--- config.mk ---
export PLATFORM = sky130hd
export DESIGN_NAME = mmio_hub
export DESIGN_NICKNAME = d
export VERILOG_FILES = /design/src/rtl/mmio_pkg.sv /design/src/rtl/spi_flash_reader.sv /design/src/rtl/mmio_hub.sv
export SDC_FILE = /design/constraint.sdc
export NUM_CORES = 1
export LEC_CHECK = 0
export ABC_AREA = 1
export BUFFER_PORTS_ARGS = -buffer_cell sky130_fd_sc_hd__buf_2
export CORE_MARGIN = 10
export CORE_UTILIZATION = 37
export DETAILED_ROUTE_END_ITERATION = 7
export HOLD_SLACK_MARGIN = 0.05
export SLEW_MARGIN = 20
export SYNTH_ARGS = -nofsm -noshare
export SYNTH_HDL_FRONTEND = slang
export SYNTH_SLANG_ARGS = --single-unit
--- constraint.sdc ---
create_clock -name clk -period 3.67 [get_ports clk]
set_clock_uncertainty 0.15 [all_clocks]
set_input_delay 0.367 -clock clk [delete_from_list [all_inputs] [get_ports clk]]
set_output_delay 0.367 -clock clk [all_outputs]
set_load 0.01 [all_outputs]
--- src/rtl/mmio_pkg.sv ---
// Shared definitions for the MMIO hub: register offsets, flash FSM states,
// SPI-flash command bytes, status bit positions and a byte-lane merge helper.
package mmio_pkg;

  localparam logic [2:0] REG_LED    = 3'd0;
  localparam logic [2:0] REG_GPIO   = 3'd1;
  localparam logic [2:0] REG_FADDR  = 3'd2;
  localparam logic [2:0] REG_FDATA  = 3'd3;
  localparam logic [2:0] REG_STATUS = 3'd4;

  localparam logic [7:0] FLASH_CMD_READ = 8'h03;
  localparam logic [7:0] FLASH_CMD_FAST = 8'h0B;

  localparam int ST_BUSY = 0;
  localparam int ST_OVR  = 1;
  localparam int ST_DONE = 2;

  typedef enum logic [2:0] {
    FS_IDLE,
    FS_CMD,
    FS_ADDR,
    FS_DUMMY,
    FS_DATA,
    FS_GAP
  } flash_state_e;

  function automatic logic [31:0] merge_be(input logic [31:0] old_v,
                                           input logic [31:0] new_v,
                                           input logic [3:0]  be);
    logic [31:0] r;
    for (int i = 0; i < 4; i++) begin
      r[8*i +: 8] = be[i] ? new_v[8*i +: 8] : old_v[8*i +: 8];
    end
    return r;
  endfunction

endpackage

--- src/rtl/spi_flash_reader.sv ---
// SPI mode-0 flash read engine: CMD, 24-bit address, optional dummy byte, data, gap.
// Define FLASH_FASTREAD_EN to issue 0x0B with an 8-clock dummy phase instead of 0x03.
module spi_flash_reader
  import mmio_pkg::*;
#(
  parameter int SPI_CLK_DIV = 2,
  parameter int READ_BYTES  = 4
) (
  input  logic        clk,
  input  logic        resetn,
  input  logic        start,
  input  logic [23:0] addr,
  output logic        busy,
  output logic        done_pulse,
  output logic [31:0] data,
  output logic        spi_clk,
  output logic        spi_cs_n,
  output logic        spi_mosi,
  input  logic        spi_miso
);

`ifdef FLASH_FASTREAD_EN
  localparam logic [7:0] CMD_BYTE  = FLASH_CMD_FAST;
  localparam bit         HAS_DUMMY = 1'b1;
`else
  localparam logic [7:0] CMD_BYTE  = FLASH_CMD_READ;
  localparam bit         HAS_DUMMY = 1'b0;
`endif

  localparam int DW = (SPI_CLK_DIV > 1) ? $clog2(SPI_CLK_DIV) : 1;

  flash_state_e state, state_nxt;
  logic [DW-1:0] div_cnt;
  logic          ph;
  logic [4:0]    bit_cnt;
  logic [31:0]   tx_sr, rx_sr;
  logic          sclk_q;
  logic          tick, fall_tick, phase_end;

  // bit_cnt reload value (bits in phase minus one) for the phase being entered
  function automatic logic [4:0] phase_last(input flash_state_e s);
    case (s)
      FS_ADDR:  return 5'd23;
      FS_DUMMY: return 5'd7;
      FS_DATA:  return 5'(8*READ_BYTES-1);
      default:  return 5'd0;
    endcase
  endfunction

  // Bytes arrive MSB-first with byte 0 highest in rx_sr; FDATA is little-endian.
  function automatic logic [31:0] byte_order(input logic [31:0] rx);
    logic [31:0] r;
    int src;
    r = '0;
    for (int k = 0; k < 4; k++) begin
      src = (k < READ_BYTES) ? (READ_BYTES - 1 - k) : 0;
      if (k < READ_BYTES) r[8*k +: 8] = rx[8*src +: 8];
    end
    return r;
  endfunction

  assign tick      = (div_cnt == DW'(SPI_CLK_DIV-1));
  assign fall_tick = tick & ph;
  assign phase_end = fall_tick & (bit_cnt == 5'd0);

  always_ff @(posedge clk or negedge resetn) begin
    if (!resetn) state <= FS_IDLE;
    else         state <= state_nxt;
  end

  always_comb begin
    state_nxt = state;
    case (state)
      FS_IDLE:  if (start)     state_nxt = FS_CMD;
      FS_CMD:   if (phase_end) state_nxt = FS_ADDR;
      FS_ADDR:  if (phase_end) state_nxt = HAS_DUMMY ? FS_DUMMY : FS_DATA;
      FS_DUMMY: if (phase_end) state_nxt = FS_DATA;
      FS_DATA:  if (phase_end) state_nxt = FS_GAP;
      FS_GAP:   if (phase_end) state_nxt = FS_IDLE;
      default:                 state_nxt = FS_IDLE;
    endcase
  end

  always_comb begin
    busy       = (state != FS_IDLE);
    spi_cs_n   = (state == FS_IDLE) || (state == FS_GAP);
    done_pulse = (state == FS_DATA) && phase_end;
  end

  // Divider and shifters: spi_clk stays low through GAP while the divider still times it.
  always_ff @(posedge clk or negedge resetn) begin
    if (!resetn) begin
      div_cnt <= '0;
      ph      <= 1'b0;
      sclk_q  <= 1'b0;
      bit_cnt <= '0;
      tx_sr   <= '0;
      rx_sr   <= '0;
    end else if (state == FS_IDLE) begin
      div_cnt <= '0;
      ph      <= 1'b0;
      sclk_q  <= 1'b0;
      if (start) begin
        tx_sr   <= {CMD_BYTE, addr};
        rx_sr   <= '0;
        bit_cnt <= 5'd7;
      end
    end else begin
      div_cnt <= tick ? '0 : div_cnt + 1'b1;
      if (tick) begin
        ph     <= ~ph;
        sclk_q <= ~ph && (state != FS_GAP);
        if (!ph) begin
          if (state == FS_DATA) rx_sr <= {rx_sr[30:0], spi_miso};
        end else begin
          tx_sr <= {tx_sr[30:0], 1'b0};
          if (bit_cnt != 5'd0) bit_cnt <= bit_cnt - 1'b1;
          else                 bit_cnt <= phase_last(state_nxt);
        end
      end
    end
  end

  assign spi_clk  = sclk_q;
  assign spi_mosi = tx_sr[31];
  assign data     = byte_order(rx_sr);

endmodule

--- src/rtl/mmio_hub.sv ---
// Memory-mapped IO hub: IO page decode, LED/GPIO/flash/status registers and read mux.
// FLASH_FASTREAD_EN (see spi_flash_reader) switches the flash engine to fast-read.
module mmio_hub
  import mmio_pkg::*;
#(
  parameter int IO_PAGE_BIT    = 23,
  parameter int LED_W          = 6,
  parameter bit LED_ACTIVE_LOW = 1'b1,
  parameter int GPIO_W         = 8,
  parameter int SPI_CLK_DIV    = 2,
  parameter int READ_BYTES     = 4
) (
  input  logic              clk,
  input  logic              resetn,
  input  logic [31:0]       addr,
  input  logic [31:0]       wdata,
  input  logic              wen,
  input  logic              ren,
  input  logic [3:0]        byte_enable,
  input  logic [31:0]       ram_rdata,
  output logic              ram_we,
  output logic [31:0]       rdata,
  output logic [LED_W-1:0]  io_led,
  output logic [GPIO_W-1:0] gpio_out,
  output logic              spi_clk,
  output logic              spi_cs_n,
  output logic              spi_mosi,
  input  logic              spi_miso,
  output logic              busy
);

  logic              io_sel, io_wr, io_rd;
  logic [2:0]        reg_sel;
  logic [LED_W-1:0]  led_q;
  logic [GPIO_W-1:0] gpio_q;
  logic [31:0]       fdata_q, io_rdata_q, io_rd_val, status_v;
  logic [31:0]       led_wr, gpio_wr;
  logic              done_q, ovr_q, io_sel_q;
  logic              fl_start, fl_busy, fl_done;
  logic [31:0]       fl_data;
  logic              unused_bits;

  assign io_sel   = addr[IO_PAGE_BIT];
  assign reg_sel  = addr[4:2];
  assign io_wr    = wen & io_sel;
  assign io_rd    = ren & io_sel;
  assign ram_we   = wen & ~io_sel;
  assign fl_start = io_wr && (reg_sel == REG_FADDR) && !fl_busy;

  assign led_wr  = merge_be(32'(led_q), wdata, byte_enable);
  assign gpio_wr = merge_be(32'(gpio_q), wdata, byte_enable);
  assign unused_bits = ^{addr, led_wr, gpio_wr};

  spi_flash_reader #(
    .SPI_CLK_DIV (SPI_CLK_DIV),
    .READ_BYTES  (READ_BYTES)
  ) u_flash (
    .clk        (clk),
    .resetn     (resetn),
    .start      (fl_start),
    .addr       (wdata[23:0]),
    .busy       (fl_busy),
    .done_pulse (fl_done),
    .data       (fl_data),
    .spi_clk    (spi_clk),
    .spi_cs_n   (spi_cs_n),
    .spi_mosi   (spi_mosi),
    .spi_miso   (spi_miso)
  );

  always_comb begin
    status_v          = '0;
    status_v[ST_BUSY] = fl_busy;
    status_v[ST_OVR]  = ovr_q;
    status_v[ST_DONE] = done_q;
  end

  always_comb begin
    io_rd_val = '0;
    case (reg_sel)
      REG_LED:    io_rd_val = 32'(led_q);
      REG_GPIO:   io_rd_val = 32'(gpio_q);
      REG_FDATA:  io_rdata_val_fdata: io_rd_val = fdata_q;
      REG_STATUS: io_rd_val = status_v;
      default:    io_rd_val = '0;
    endcase
  end

  // Register bank; a completing transfer beats a same-cycle clearing read.
  always_ff @(posedge clk or negedge resetn) begin
    if (!resetn) begin
      led_q   <= '0;
      gpio_q  <= '0;
      fdata_q <= '0;
      done_q  <= 1'b0;
      ovr_q   <= 1'b0;
    end else begin
      if (io_wr && reg_sel == REG_LED)  led_q  <= led_wr[LED_W-1:0];
      if (io_wr && reg_sel == REG_GPIO) gpio_q <= gpio_wr[GPIO_W-1:0];
      if (fl_done) fdata_q <= fl_data;
      if (fl_done)                              done_q <= 1'b1;
      else if (io_rd && reg_sel == REG_FDATA)   done_q <= 1'b0;
      if (io_wr && reg_sel == REG_FADDR && fl_busy) ovr_q <= 1'b1;
      else if (io_rd && reg_sel == REG_STATUS)      ovr_q <= 1'b0;
    end
  end

  // io_sel_q resets high so rdata reads as zero before the first access.
  always_ff @(posedge clk or negedge resetn) begin
    if (!resetn) begin
      io_sel_q   <= 1'b1;
      io_rdata_q <= '0;
    end else if (ren) begin
      io_sel_q   <= io_sel;
      io_rdata_q <= io_rd_val;
    end
  end

  assign rdata    = io_sel_q ? io_rdata_q : ram_rdata;
  assign io_led   = LED_ACTIVE_LOW ? ~led_q : led_q;
  assign gpio_out = gpio_q;
  assign busy     = fl_busy;

endmodule

==> results.md <==
* Outcome: completed
* Post-synthesis mux area share at 0.00451
* Top post-synthesis cells by count: o21ai_0 (160), nand2_1 (158), dfrtp_1 (155), inv_1 (123), nand3_1 (65)
* DRT Pass-1 Iters at 4
* FMAX at 366 MHz
* DRC errors left at 0
* Critical path's top delay family: buffers and inverters
* Synth Cell Area at 6940 µm²
* Post-synth top area share at 0.559
* Final instance area at 8370 µm²
* Unrepaired setup endpoints after global routing: no
* Sw Pwr at 0.00160 W
* Initial Utilization at 0.374
* Top-count cell post-synth: o21ai_0
* Seq pwr share at 0.425
* Leakage at 3.97 nW
* Post-CTS Setup Repair Bufs at 0
* Register bit total from synthesis at 156
* Routed WL at 15,400 µm
* Synth unique cells at 30
* Peak VDD IR at 364 µV
* Critical Path Max Stage Delay at 430 ps
* Type of origin of the critical path: flip-flop
* Die Ht at 157 µm
* Final Cycle Share at 0.745
* Initial drt markers at 345
* I/O Buffers at 116
* Synth Area in Adders at 0.00360
* Clk slew on worst S/H paths at 60 ps
* Top post-synthesis cells by area: dfrtp_1 (56%), o21ai_0 (12%), nand2_1 (8.5%)
* Max Fanout on Critical Path at 43
* Main combinational cell family by area after synthesis: compound AO/OA/AOI/OAI gates
* Clock share of power at 0.346
* DP Area at 7670 µm²
* Crit end category: primary output
* Seq/Total Area, Yosys at 0.562
* Initial antenna violation count at 0
* Yosys warns at 0
* Worst Path Buf+Inv at 3
* Top FF cell, synth: dfrtp_1
* Cells after synthesis at 808
* Comb power frac at 0.229
* NumNets Final at 1,021
* Die ar. at 24,600 µm²
* Critical setup path kind: reg2out
* Total GRT Usage at 0.130
* Root buffer cell: clkbuf_16
* Detail Placement HPWL at 10,400 µm
* Worst slew pin tran at 806 ps
* Core ar. at 18,600 µm²
* EDFF count, synth at 0
* Post_cts resized at 0
* H-tree depth at 4
* Share of post-route cells with drive strength above 1 at 0.184
* Hold Path Class: in2reg
* Largest net degree at the start of global routing at 107
* CP Data Arrival Time at 2220 ps
* Io pins at 156
* Min Tclk post-route at 2730 ps
* Diode count at 0
* CTS Buf Count at 17
* Biggest area consumer among synthesized cells: dfrtp_1
* CTS Buffer Depth at 2
* Max-cap violations at 0
* Switching share of power at 0.321
* Compound-gate portion of the synthesized area at 0.170
* Hold Vio Cnt, Final at 0
* Vias per cell at 4.68
* Async set-reset flop share out of synthesis at 1.00
* Int Power at 0.00338 W
* First-pass GRT wire length at 26,000 µm
* Required time worst endpoint at 3150 ps
* # setup viols final at 0
* Drt wl/cell at 13.3 µm
* Area Overhead vs Synth at 20.5%
* Vias in the first global route at 5,320
* Final GP Congestion at 0.770
* Max-Slew Margin vs Limit at 0.462
* Net count after synthesis at 915
* Clk sinks at 156
* DRT antenna net count at 0
* Overflow left after global routing at 0
* CTS tree: done
* Sum of negative setup slack at 0 ps
* PwrDens at 595 nW/µm²
* Clk_lat worst skew at 420 ps
* Fin. max-slew vios at 0
* Post-Synth Simple-Gate Area at 0.156
* Xor/xnor share of the synthesized area at 0.00378
* Die X at 157 µm
* Worst path slowest cell: buf_4
* Syn Area/Cell at 8.59 µm²
* CP Cell Sequence: inv_1, nand3_4, buf_4, o21ai_0, buf_2
* Row count at 50
* Via Count at 5,437
[state kept, by name, indices dropped and copies added (netlist names)]
| register | count |
|---|---|
| fdata_q | 32 |
| io_rdata_q | 32 |
| u_flash.rx_sr | 32 |
| u_flash.tx_sr | 32 |
| gpio_out | 8 |
| led_q | 6 |
| u_flash.bit_cnt | 5 |
| u_flash.state | 3 |
| done_q | 1 |
| io_sel_q | 1 |
| ovr_q | 1 |
| u_flash.div_cnt | 1 |
| u_flash.ph | 1 |
| u_flash.spi_clk | 1 |
[worst paths after layout]
kind / start / endpoint / slack [ps] / cells past startpoint
min in group asynchronous: resetn / u_flash.tx_sr[16] / 330 / 2
min: wdata[11] / u_flash.tx_sr[11] / 70 / 3
min reg2reg: fdata_q[27] / fdata_q[27] / 330 / 2
max: u_flash.state[0] / spi_cs_n / 940 / 5
max reg2reg: u_flash.state[0] / u_flash.rx_sr[24] / 1020 / 8
max in group asynchronous: resetn / io_rdata_q[5] / 2110 / 3
[cell usage in the layout, fill, tap and decap left out, drive strengths merged, types with 7 or more instances in the layout]
cell and count:
nor2 28, o211ai 20, nand3 66, buf 123, o21ai 168, a31oi 7
a21oi 9, inv 128, nand2 159, dfrtp 155, clkbuf 18, dlygate4sd3 11
[routing by layer]
metal | global-route usage | wire (µm)
met5 | 0 | 0
met4 | 0.0378 | 59
met3 | 0.0393 | 855
met2 | 0.212 | 7340
met1 | 0.162 | 7190
[logic make-up after synthesis]
| kind of cell | Yosys count |
|---|---|
| muxes | 3 |
| and+or+nand+nor | 254 |
| xor gates and xnor gates | 3 |
| adders and majority gates | 2 |
| buffers and inverters | 174 |
| DFF | 156 |
| AOI/OAI and AO/OA | 216 |
[what timing repair did]
action                                  4_1_cts  5_1_grt
endpoints found under the setup margin        0        0
hold endpoints to repair                     60        0
hold buffers                                 11        0
[final cells by class]
type,count,area [µm²]
timing repair buffer,134,762
tap,234,293
fill,1852,10200
sequential,156,3910
multi-input combinational,478,2350
clock inverter,14,144
inverter,127,477
clock buffer,18,439
[per-stage QoR]
stage / hold slack, ps / power, W / instances / util / worst slack [ps]
final: 66.0 / 0.00498 / 1161 / 0.450 / 937
after global routing: 68.9 / 0.00531 / 1161 / 0.450 / 720
after detailed placement: 217 / 0.00329 / 1118 / 0.413 / 1030
after CTS: 50.2 / 0.00504 / 1161 / 0.450 / 876
after floorplan: -78.6 / 0.00298 / 808 / - / 1850
after global placement: 209 / 0.00327 / 1118 / 0.413 / 1060
[tightest hold or removal path: cells and delay by family]
kind | cells | cell delay [ps]
AO/OA/AOI/OAI | 2 | 150
buffers and inverters | 1 | 80
[power groups by stage]
stage          sequential, W  clock, W  combinational [W]
2_1_floorplan        0.00213         0           0.000843
3_3_place_gp         0.00214         0            0.00112
3_5_place_dp         0.00215         0            0.00115
4_1_cts              0.00212   0.00176            0.00116
5_1_grt              0.00215   0.00185            0.00131
6_report             0.00212   0.00172            0.00114
(Power assumes the default switching activity.)
